File: config.mk
export PLATFORM = sky130hd
export DESIGN_NAME = duty_cycle_meter_mc_flat
export DESIGN_NICKNAME = d
export VERILOG_FILES = /design/src/rtl/duty_cycle_meter_mc_if.sv /design/src/rtl/duty_cycle_meter_mc.sv /design/src/flat_wrapper.sv
export SDC_FILE = /design/constraint.sdc
export NUM_CORES = 1
export LEC_CHECK = 0
export ABC_AREA = 1
export CORE_UTILIZATION = 57
export DETAILED_ROUTE_END_ITERATION = 6
export PLACE_DENSITY_LB_ADDON = 0.05
export SKIP_LAST_GASP = 1
export SLEW_MARGIN = 10
export SYNTH_ARGS = -nofsm -noshare
export SYNTH_HDL_FRONTEND = slang
export SYNTH_SLANG_ARGS = --single-unit
File: constraint.sdc
create_clock -name clk -period 2.1 [get_ports clk]
set_input_delay 0.42 -clock clk [delete_from_list [all_inputs] [get_ports clk]]
set_output_delay 0.42 -clock clk [all_outputs]
set_load 0.01 [all_outputs]
File: src/rtl/duty_cycle_meter_mc_if.sv
// Control, measured-signal and result bundle of the multi-channel duty-cycle meter.
// The master side drives control and ring_in; the slave side (the meter) returns results.
interface duty_cycle_meter_mc_if #(
    parameter int CHANNELS = 4,
    parameter int VALUE_W  = 17
);
    logic                          enable;
    logic                          mode;
    logic                          start;
    logic [CHANNELS-1:0]           ring_in;
    logic [CHANNELS*VALUE_W-1:0]   value;
    logic                          valid;
    logic                          busy;
    logic [CHANNELS-1:0]           stuck;

    modport master (
        output enable, mode, start, ring_in,
        input  value, valid, busy, stuck
    );

    modport slave (
        input  enable, mode, start, ring_in,
        output value, valid, busy, stuck
    );
endinterface

File: src/rtl/duty_cycle_meter_mc.sv
// Counts synchronised high cycles per channel over a fixed window and flags channels
// that never toggled; continuous or single-shot operation.
module duty_cycle_meter_mc #(
    parameter int CHANNELS = 4,
    parameter int WINDOW   = 65536,
    parameter int VALUE_W  = 17
) (
    input  logic                 clk,
    input  logic                 reset,
    duty_cycle_meter_mc_if.slave bus
);
    typedef enum logic {
        IDLE    = 1'b0,
        MEASURE = 1'b1
    } state_t;

    localparam logic [VALUE_W-1:0]  CNT_ZERO = {VALUE_W{1'b0}};
    localparam logic [VALUE_W-1:0]  LAST_CNT = VALUE_W'(WINDOW - 1);
    localparam logic [CHANNELS-1:0] CH_ZERO  = {CHANNELS{1'b0}};

    state_t                      state_r;
    logic [CHANNELS-1:0]         sync1_r;
    logic [CHANNELS-1:0]         sync2_r;
    logic [CHANNELS-1:0]         prev_r;
    logic [CHANNELS-1:0]         edge_seen_r;
    logic [CHANNELS-1:0]         stuck_r;
    logic [VALUE_W-1:0]          win_cnt_r;
    logic [VALUE_W-1:0]          hi_cnt_r [CHANNELS];
    logic [CHANNELS*VALUE_W-1:0] value_r;
    logic                        valid_r;
    logic                        busy_r;
    logic [CHANNELS-1:0]         edge_s;

    // Adds a single sample bit to a counter without widening the result.
    function automatic logic [VALUE_W-1:0] add_bit(input logic [VALUE_W-1:0] acc,
                                                   input logic               b);
        return acc + {{(VALUE_W-1){1'b0}}, b};
    endfunction

    assign edge_s = sync2_r ^ prev_r;

    // Synchroniser and edge history run regardless of FSM state.
    always_ff @(posedge clk or negedge reset) begin
        if (!reset) begin
            sync1_r <= CH_ZERO;
            sync2_r <= CH_ZERO;
            prev_r  <= CH_ZERO;
        end else begin
            sync1_r <= bus.ring_in;
            sync2_r <= sync1_r;
            prev_r  <= sync2_r;
        end
    end

    // Window FSM, per-channel accumulators and registered results.
    always_ff @(posedge clk or negedge reset) begin
        if (!reset) begin
            state_r     <= IDLE;
            win_cnt_r   <= CNT_ZERO;
            edge_seen_r <= CH_ZERO;
            value_r     <= {(CHANNELS*VALUE_W){1'b0}};
            stuck_r     <= CH_ZERO;
            valid_r     <= 1'b0;
            busy_r      <= 1'b0;
            for (int i = 0; i < CHANNELS; i++) begin
                hi_cnt_r[i] <= CNT_ZERO;
            end
        end else begin
            valid_r <= 1'b0;
            case (state_r)
                IDLE: begin
                    if (bus.enable && (!bus.mode || bus.start)) begin
                        state_r     <= MEASURE;
                        busy_r      <= 1'b1;
                        win_cnt_r   <= CNT_ZERO;
                        edge_seen_r <= CH_ZERO;
                        for (int i = 0; i < CHANNELS; i++) begin
                            hi_cnt_r[i] <= CNT_ZERO;
                        end
                    end else begin
                        state_r <= IDLE;
                        busy_r  <= 1'b0;
                    end
                end
                MEASURE: begin
                    if (!bus.enable) begin
                        // Abort: partial window is dropped, previous results stay visible.
                        state_r <= IDLE;
                        busy_r  <= 1'b0;
                    end else if (win_cnt_r == LAST_CNT) begin
                        // Last sample is folded in directly so the next window starts gap-free.
                        for (int i = 0; i < CHANNELS; i++) begin
                            value_r[i*VALUE_W +: VALUE_W] <= add_bit(hi_cnt_r[i], sync2_r[i]);
                            hi_cnt_r[i]                   <= CNT_ZERO;
                        end
                        stuck_r     <= ~(edge_seen_r | edge_s);
                        valid_r     <= 1'b1;
                        win_cnt_r   <= CNT_ZERO;
                        edge_seen_r <= CH_ZERO;
                        if (bus.mode) begin
                            state_r <= IDLE;
                            busy_r  <= 1'b0;
                        end else begin
                            state_r <= MEASURE;
                            busy_r  <= 1'b1;
                        end
                    end else begin
                        for (int i = 0; i < CHANNELS; i++) begin
                            hi_cnt_r[i] <= add_bit(hi_cnt_r[i], sync2_r[i]);
                        end
                        edge_seen_r <= edge_seen_r | edge_s;
                        win_cnt_r   <= add_bit(win_cnt_r, 1'b1);
                    end
                end
                default: begin
                    state_r <= IDLE;
                    busy_r  <= 1'b0;
                end
            endcase
        end
    end

    assign bus.value = value_r;
    assign bus.valid = valid_r;
    assign bus.busy  = busy_r;
    assign bus.stuck = stuck_r;
endmodule

File: src/flat_wrapper.sv
// flat-port wrapper written by rule: the top's interface ports become plain ports
module duty_cycle_meter_mc_flat 
#(
    parameter int CHANNELS = 4,
    parameter int WINDOW   = 65536,
    parameter int VALUE_W  = 17
)
  (clk, reset, bus_enable, bus_mode, bus_start, bus_ring_in, bus_value, bus_valid, bus_busy, bus_stuck);
  duty_cycle_meter_mc_if #(.CHANNELS(CHANNELS), .VALUE_W(VALUE_W)) bus_i ();
  input  logic clk;
  input  logic reset;
  input wire logic [$bits(bus_i.enable)-1:0] bus_enable;
  input wire logic [$bits(bus_i.mode)-1:0] bus_mode;
  input wire logic [$bits(bus_i.start)-1:0] bus_start;
  input wire logic [$bits(bus_i.ring_in)-1:0] bus_ring_in;
  output wire logic [$bits(bus_i.value)-1:0] bus_value;
  output wire logic [$bits(bus_i.valid)-1:0] bus_valid;
  output wire logic [$bits(bus_i.busy)-1:0] bus_busy;
  output wire logic [$bits(bus_i.stuck)-1:0] bus_stuck;
  assign bus_i.enable = bus_enable;
  assign bus_i.mode = bus_mode;
  assign bus_i.start = bus_start;
  assign bus_i.ring_in = bus_ring_in;
  assign bus_value = bus_i.value;
  assign bus_valid = bus_i.valid;
  assign bus_busy = bus_i.busy;
  assign bus_stuck = bus_i.stuck;
  duty_cycle_meter_mc #(.CHANNELS(CHANNELS), .WINDOW(WINDOW), .VALUE_W(VALUE_W)) u_core (.clk(clk), .reset(reset), .bus(bus_i));
endmodule
==> metrics.yaml, run 1 <==
n_fill_cell: 1240
viasPerCell: 5.31
portBuffers: 82
clk_latency_ps: 430
io_pins: 83
max_freq_mhz: 525
multiInputGateArea_um2: 3700
core_area_um2: 14500
netlist-cell-type-count: 28
pwr_density_cell_nw_per_um2: 710
rsz0062_at_grt: "false"
start_kind: "flop"
first_global_vias: 7038
synthCells: 1106
row_count: 44
place_hpwl_um: 12900
initial_core_util_pct: 58.6
final_cells: 1387
overflow: 0
avgSynthCellArea_um2: 7.71
wl_per_cell_um: 13.8
total_power_mw: 7.28
via_count: 7371
maxCapViolations: 0
fp.dieW_um: 124
endpoint_kind: "flop"
clock_sinks: 176
setup_slack_ps: 196
finalCriticalPeriod_ps: 1900
dieHeight_um: 124
finalCritPeriodShare_pct: 90.7
vdd_drop_max_v: 0.000701
holdWs_ps: 353
grt_max_degree: 61
grt_use_total_pct: 26.4
ys_seq_elements: 176
clk_pin_slew_worst_paths_ps: 60
place_congestion: 0.898
hold_class: "reg -> reg"
dp_slack_ps: 118
drt_iter0_drc: 653
diodes: 0
cts_max_level: 4
critPathRequiredTime_ps: 2420
setup_viol: 0
p_leak_nw: 4.89
antenna_left: 0
first_pass_iters: 7
relSlewSlack_pct: 73.2
violations: "DRC"
synth_area_leaders: "dfrtp_1 52%, nand2_1 23%, nand3_1 5.3%"
synth_fp_nets: 1125
utilization_pct: 70.5
fin_tns_setup_ps: 0
worst_slew_pin_slew_ps: 402
hold_violations: 0
cts_setup_buffers: 0
synth-edff-count: 0
outcome: "complete, but fails checks"
dieArea_um2: 15400
report.final.slew_viol_count: 0
ys_seq_area_share_pct: 51.7
dpl_cell_area_um2: 9630
drc: 2
placed_cells: 1354
crit_type: "reg -> reg"
synthArstFlopShare_pct: 100
fin_area_um2: 10200
ys.flop_type: "dfrtp_1"
cp_max_fo: 4
cts-root-buf: "clkbuf_16"
synth_top_cell_by_area: "dfrtp_1"
synth_top_area_share_pct: 51.7
nets: 1209
cts_made_buffers: 17
antenna_found_initial: 0
synthesis.area_um2: 8520
critPathArrivalTime_ps: 2230
drive_above_1_share_pct: 5.49
syn_to_final_growth_pct: 20.3
clockBufferDepth: 2
wl_um: 19100
layout.area.seq_um2: 4400
skew_ps: 8.74
grt_pass1_wl_um: 33300
tritoncts: "built"
synth_warnings: 0
-- placed cells by master (no fill, tap or decap), drive strengths merged --
cell	n
buf	22
clkinv	5
clkdlybuf4s50	81
o2111ai	1
nand2	514
dlygate4sd3	1
ha	10
o22ai	1
inv	62
nor2	87
nand4	22
dfrtp	176
xnor2	12
a21oi	2
nand3	91
clkbuf	19
bufinv	3
clkinvlp	5
nand3b	2
nor3	1
xor2	26
o21ai	60
-- critical path: stages, from the launching register on --
cell and delay (ps):
dfrtp_1 400, ha_1 220, ha_1 250, nand2_1 110, nor2_2 180, nand2_1 150, o21ai_0 220, nand2_1 110
nand3_1 90, nand2_1 60
-- per-layer routing --
metal / GRT usage (%) / wire (µm)
met4: 7.51 / 201
met1: 36.0 / 8880
met2: 43.1 / 9260
met3: 4.85 / 794
met5: 0 / 0
-- layout make-up --
class / instances / share of cell area, %
Tap cell: 184 / 2.25
Inverter: 62 / 2.27
Clock buffer: 19 / 4.32
Clock inverter: 13 / 1.60
Sequential cell: 176 / 43.0
Multi-Input combinational cell: 829 / 36.1
Timing Repair Buffer: 104 / 10.5
-- path summary, 6_finish.rpt --
| path | from | to | slack, ps | depth (start not counted) |
|---|---|---|---|---|
| worst max-delay path | u_core.sync2_r[1]$_DFF_PN0_ | u_core.hi_cnt_r[50]$_DFFE_PN0P_ | 200 | 9 |
| worst min-delay path | u_core.sync1_r[0]$_DFF_PN0_ | u_core.sync2_r[0]$_DFF_PN0_ | 350 | 0 |
| worst max register to register | u_core.sync2_r[1]$_DFF_PN0_ | u_core.hi_cnt_r[50]$_DFFE_PN0P_ | 200 | 9 |
| worst min register to register | u_core.sync1_r[0]$_DFF_PN0_ | u_core.sync2_r[0]$_DFF_PN0_ | 350 | 0 |
| max in group asynchronous | reset | u_core.bus.value[10]$_DFFE_PN0P_ | 940 | 3 |
| min in group asynchronous | reset | u_core.bus.value[4]$_DFFE_PN0P_ | 470 | 2 |
-- power by group --
group          switching [mW]  total [mW]  internal (mW)
clock network            1.33        3.23           1.90
registers              0.0754        3.55           3.48
logic                   0.338       0.501          0.162
total                    1.74        7.28           5.54
-- sequential cells by signal, summed over array words and instances, names as in the netlist --
name and flops:
u_core.bus.stuck 4, u_core.bus.busy 1, u_core.hi_cnt_r 68, u_core.bus.valid 1, u_core.prev_r 4, u_core.state_r 1, u_core.edge_seen_r 4, u_core.sync2_r 4
u_core.bus.value 68, u_core.win_cnt_r 17, u_core.sync1_r 4
-- cell usage after synthesis, types with 10 or more instances --
cell type  instances
nand4_1           21
o21ai_1           13
ha_1              10
o21ai_0           47
buf_2             22
nor2_1            85
nand2_1          512
inv_1             59
nand3_1           90
xor2_1            26
xnor2_1           12
dfrtp_1          176
clkbuf_1          13
-- timing repair --
action / in CTS / in global routing
hold endpoints to repair: 35 / 0
resized for setup: 0 / 2
setup endpoints to repair: 0 / 4
hold buffers: 1 / 0
-- cell families after synthesis --
logic type	share of synthesized area, %
buffers and inverters	4.99
AO/OA/AOI/OAI	3.82
XOR/XNOR	3.91
adder cells (fa/ha/maj)	1.47
AND/OR/NAND/NOR	34.1
flip-flops	51.7
Power figures use the tool's default switching activity.
==> run 2: changes to the inputs <==
--- a/config.mk
+++ b/config.mk
@@ -6,8 +6,10 @@
 export NUM_CORES = 1
 export LEC_CHECK = 0
 export ABC_AREA = 1
+export CORE_MARGIN = 4
 export CORE_UTILIZATION = 57
 export DETAILED_ROUTE_END_ITERATION = 6
+export GPL_TIMING_DRIVEN = 0
 export PLACE_DENSITY_LB_ADDON = 0.05
 export SKIP_LAST_GASP = 1
 export SLEW_MARGIN = 10
==> run 2 against run 1 <==
The flow now finishes without violations. Die area rose by 9.9%. Core utilization is 0.33 points lower. Worst setup slack lost 67 ps. Critical path type unchanged.
==> metrics.yaml, run 2 (synthesized netlist as in run 1, its figures left out) <==
dp_slack_ps: -288  # was 118 ps
worst_slew_pin_slew_ps: 606  # was 402 ps
io_pins: 83  # unchanged
critPathRequiredTime_ps: 2410  # was 2420 ps
clk_latency_ps: 430  # about the same
viasPerCell: 5.27  # was 5.31
skew_ps: 12.0  # was 8.74 ps
place_congestion: 0.890  # was 0.898
fin_area_um2: 10200  # about the same
max_freq_mhz: 507  # was 525 MHz
row_count: 44  # unchanged
tritoncts: "built"  # unchanged
crit_type: "reg -> reg"  # unchanged
first_global_vias: 6925  # was 7038
nets: 1231  # was 1209
setup_viol: 0  # unchanged
via_count: 7426  # was 7371
pwr_density_cell_nw_per_um2: 687  # was 710 nW/µm²
dieArea_um2: 17000  # was 15400 µm²
grt_pass1_wl_um: 33500  # was 33300 µm
setup_slack_ps: 129  # was 196 ps
clk_pin_slew_worst_paths_ps: 70  # was 60 ps
mostFrequentLayoutCell: "nand2_1"  # unchanged
finalCritPeriodShare_pct: 93.8  # was 90.7%
utilization_pct: 70.2  # was 70.5%
start_kind: "flop"  # unchanged
critPathArrivalTime_ps: 2280  # was 2230 ps
dieHeight_um: 130  # was 124 µm
overflow: 0  # unchanged
endpoint_kind: "flop"  # unchanged
dpl_cell_area_um2: 9610  # was 9630 µm²
fp.dieW_um: 130  # was 124 µm
outcome: "completed"  # was complete, but fails checks
syn_to_final_growth_pct: 20.2  # was 20.3%
cp_max_fo: 10  # was 4
holdWs_ps: 351  # was 353 ps
finalCriticalPeriod_ps: 1970  # was 1900 ps
diodes: 0  # unchanged
hold_violations: 0  # unchanged
hold_class: "reg -> reg"  # unchanged
portBuffers: 82  # unchanged
initial_core_util_pct: 58.4  # was 58.6%
vdd_drop_max_v: 0.000615  # was 0.000701 V
drc: 0  # was 2
clockBufferDepth: 2  # unchanged
cts_max_level: 4  # unchanged
relSlewSlack_pct: 59.6  # was 73.2%
final_cell_mix: "512 x nand2_1, 176 x dfrtp_1, 90 x nand3_1"  # unchanged
antenna_left: 0  # unchanged
p_leak_nw: 4.89  # about the same
antenna_found_initial: 0  # unchanged
cts_made_buffers: 17  # unchanged
place_hpwl_um: 14000  # was 12900 µm
grt_use_total_pct: 24.9  # was 26.4%
drive_above_1_share_pct: 6.20  # was 5.49%
cts-root-buf: "clkbuf_16"  # unchanged
wl_um: 20300  # was 19100 µm
report.final.slew_viol_count: 0  # unchanged
clock_sinks: 176  # unchanged
fin_tns_setup_ps: 0  # unchanged
maxCapViolations: 0  # unchanged
wl_per_cell_um: 14.4  # was 13.8 µm
core_area_um2: 14600  # was 14500 µm²
grt_max_degree: 112  # was 61
drt_iter0_drc: 578  # was 653
rsz0062_at_grt: "true"  # was false
first_pass_iters: 5  # was 7
run 2: changes by cell type in the layout (fill, tap and decap cells not counted), moves of 2 or more:
| cell | change |
|---|---|
| buf_4 | -11 |
| inv_2 | -3 |
| clkbuf_2 | +2 |
| buf_12 | -7 |
| buf_2 | +20 |
| buf_8 | +2 |
| ha_2 | +2 |
| bufinv_16 | -2 |
| ha_1 | -2 |
| clkinv_2 | +3 |
| clkbuf_1 | +11 |
| clkbuf_4 | +2 |
run 2: per-layer routing:
metal,vias up,part of all wire (%),global-route usage (%)
li1,3702,-,-
met1,3521,47,35.3
met2,179,47,39.3
met3,24,4.9,5.28
met4,0,1.1,6.85
met5,-,0,0
run 2: report_power, final:
group | internal [mW] | switching (mW)
clock network | 1.63 | 1.35
logic | 0.151 | 0.356
registers | 3.48 | 0.0778
total | 5.25 | 1.78
run 2: layout make-up:
type / instances / area, µm²
Inverter: 62 / 235
Timing Repair Buffer: 87 / 903
Multi-Input combinational cell: 829 / 3710
Buffer: 39 / 204
Fill cell: 1213 / 4350
Sequential cell: 176 / 4400
Tap cell: 184 / 230
Clock inverter: 14 / 119
Clock buffer: 18 / 429
run 2: what timing repair did:
action | 4_1_cts | 5_1_grt
setup endpoints to repair | 0 | 105
hold endpoints to repair | 65 | 0
gates resized for setup | 0 | 14
setup buffers | 0 | 2
hold buffers | 1 | 0
run 2: metrics by stage:
step,cells,power (mW)
after floorplan,1106,3.87
after global placement,1372,4.09
after detailed placement,1373,4.11
after CTS,1406,7.05
after global routing,1409,7.27
final,1409,7.03
run 2: critical path, cell delays in order, from the launching register on:
cell,delay (ps)
dfrtp_1,410
ha_2,220
nand2_2,100
nor2_4,110
nand2_2,90
nor2_4,210
nand4_4,170
buf_8,200
buf_2,190
nand2_1,90
nand2_1,50
run 2: path summary, 6_finish.rpt:
check	from	to	slack, ps	cells after the start
setup / recovery	u_core.win_cnt_r[0]$_DFFE_PN0P_	u_core.bus.stuck[2]$_DFFE_PN0P_	130	10
hold / removal	u_core.sync1_r[3]$_DFF_PN0_	u_core.sync2_r[3]$_DFF_PN0_	350	0
setup reg to reg	u_core.win_cnt_r[0]$_DFFE_PN0P_	u_core.bus.stuck[2]$_DFFE_PN0P_	130	10
hold reg to reg	u_core.sync1_r[3]$_DFF_PN0_	u_core.sync2_r[3]$_DFF_PN0_	350	0
max in group asynchronous	reset	u_core.hi_cnt_r[40]$_DFFE_PN0P_	670	3
min in group asynchronous	reset	u_core.win_cnt_r[8]$_DFFE_PN0P_	530	2
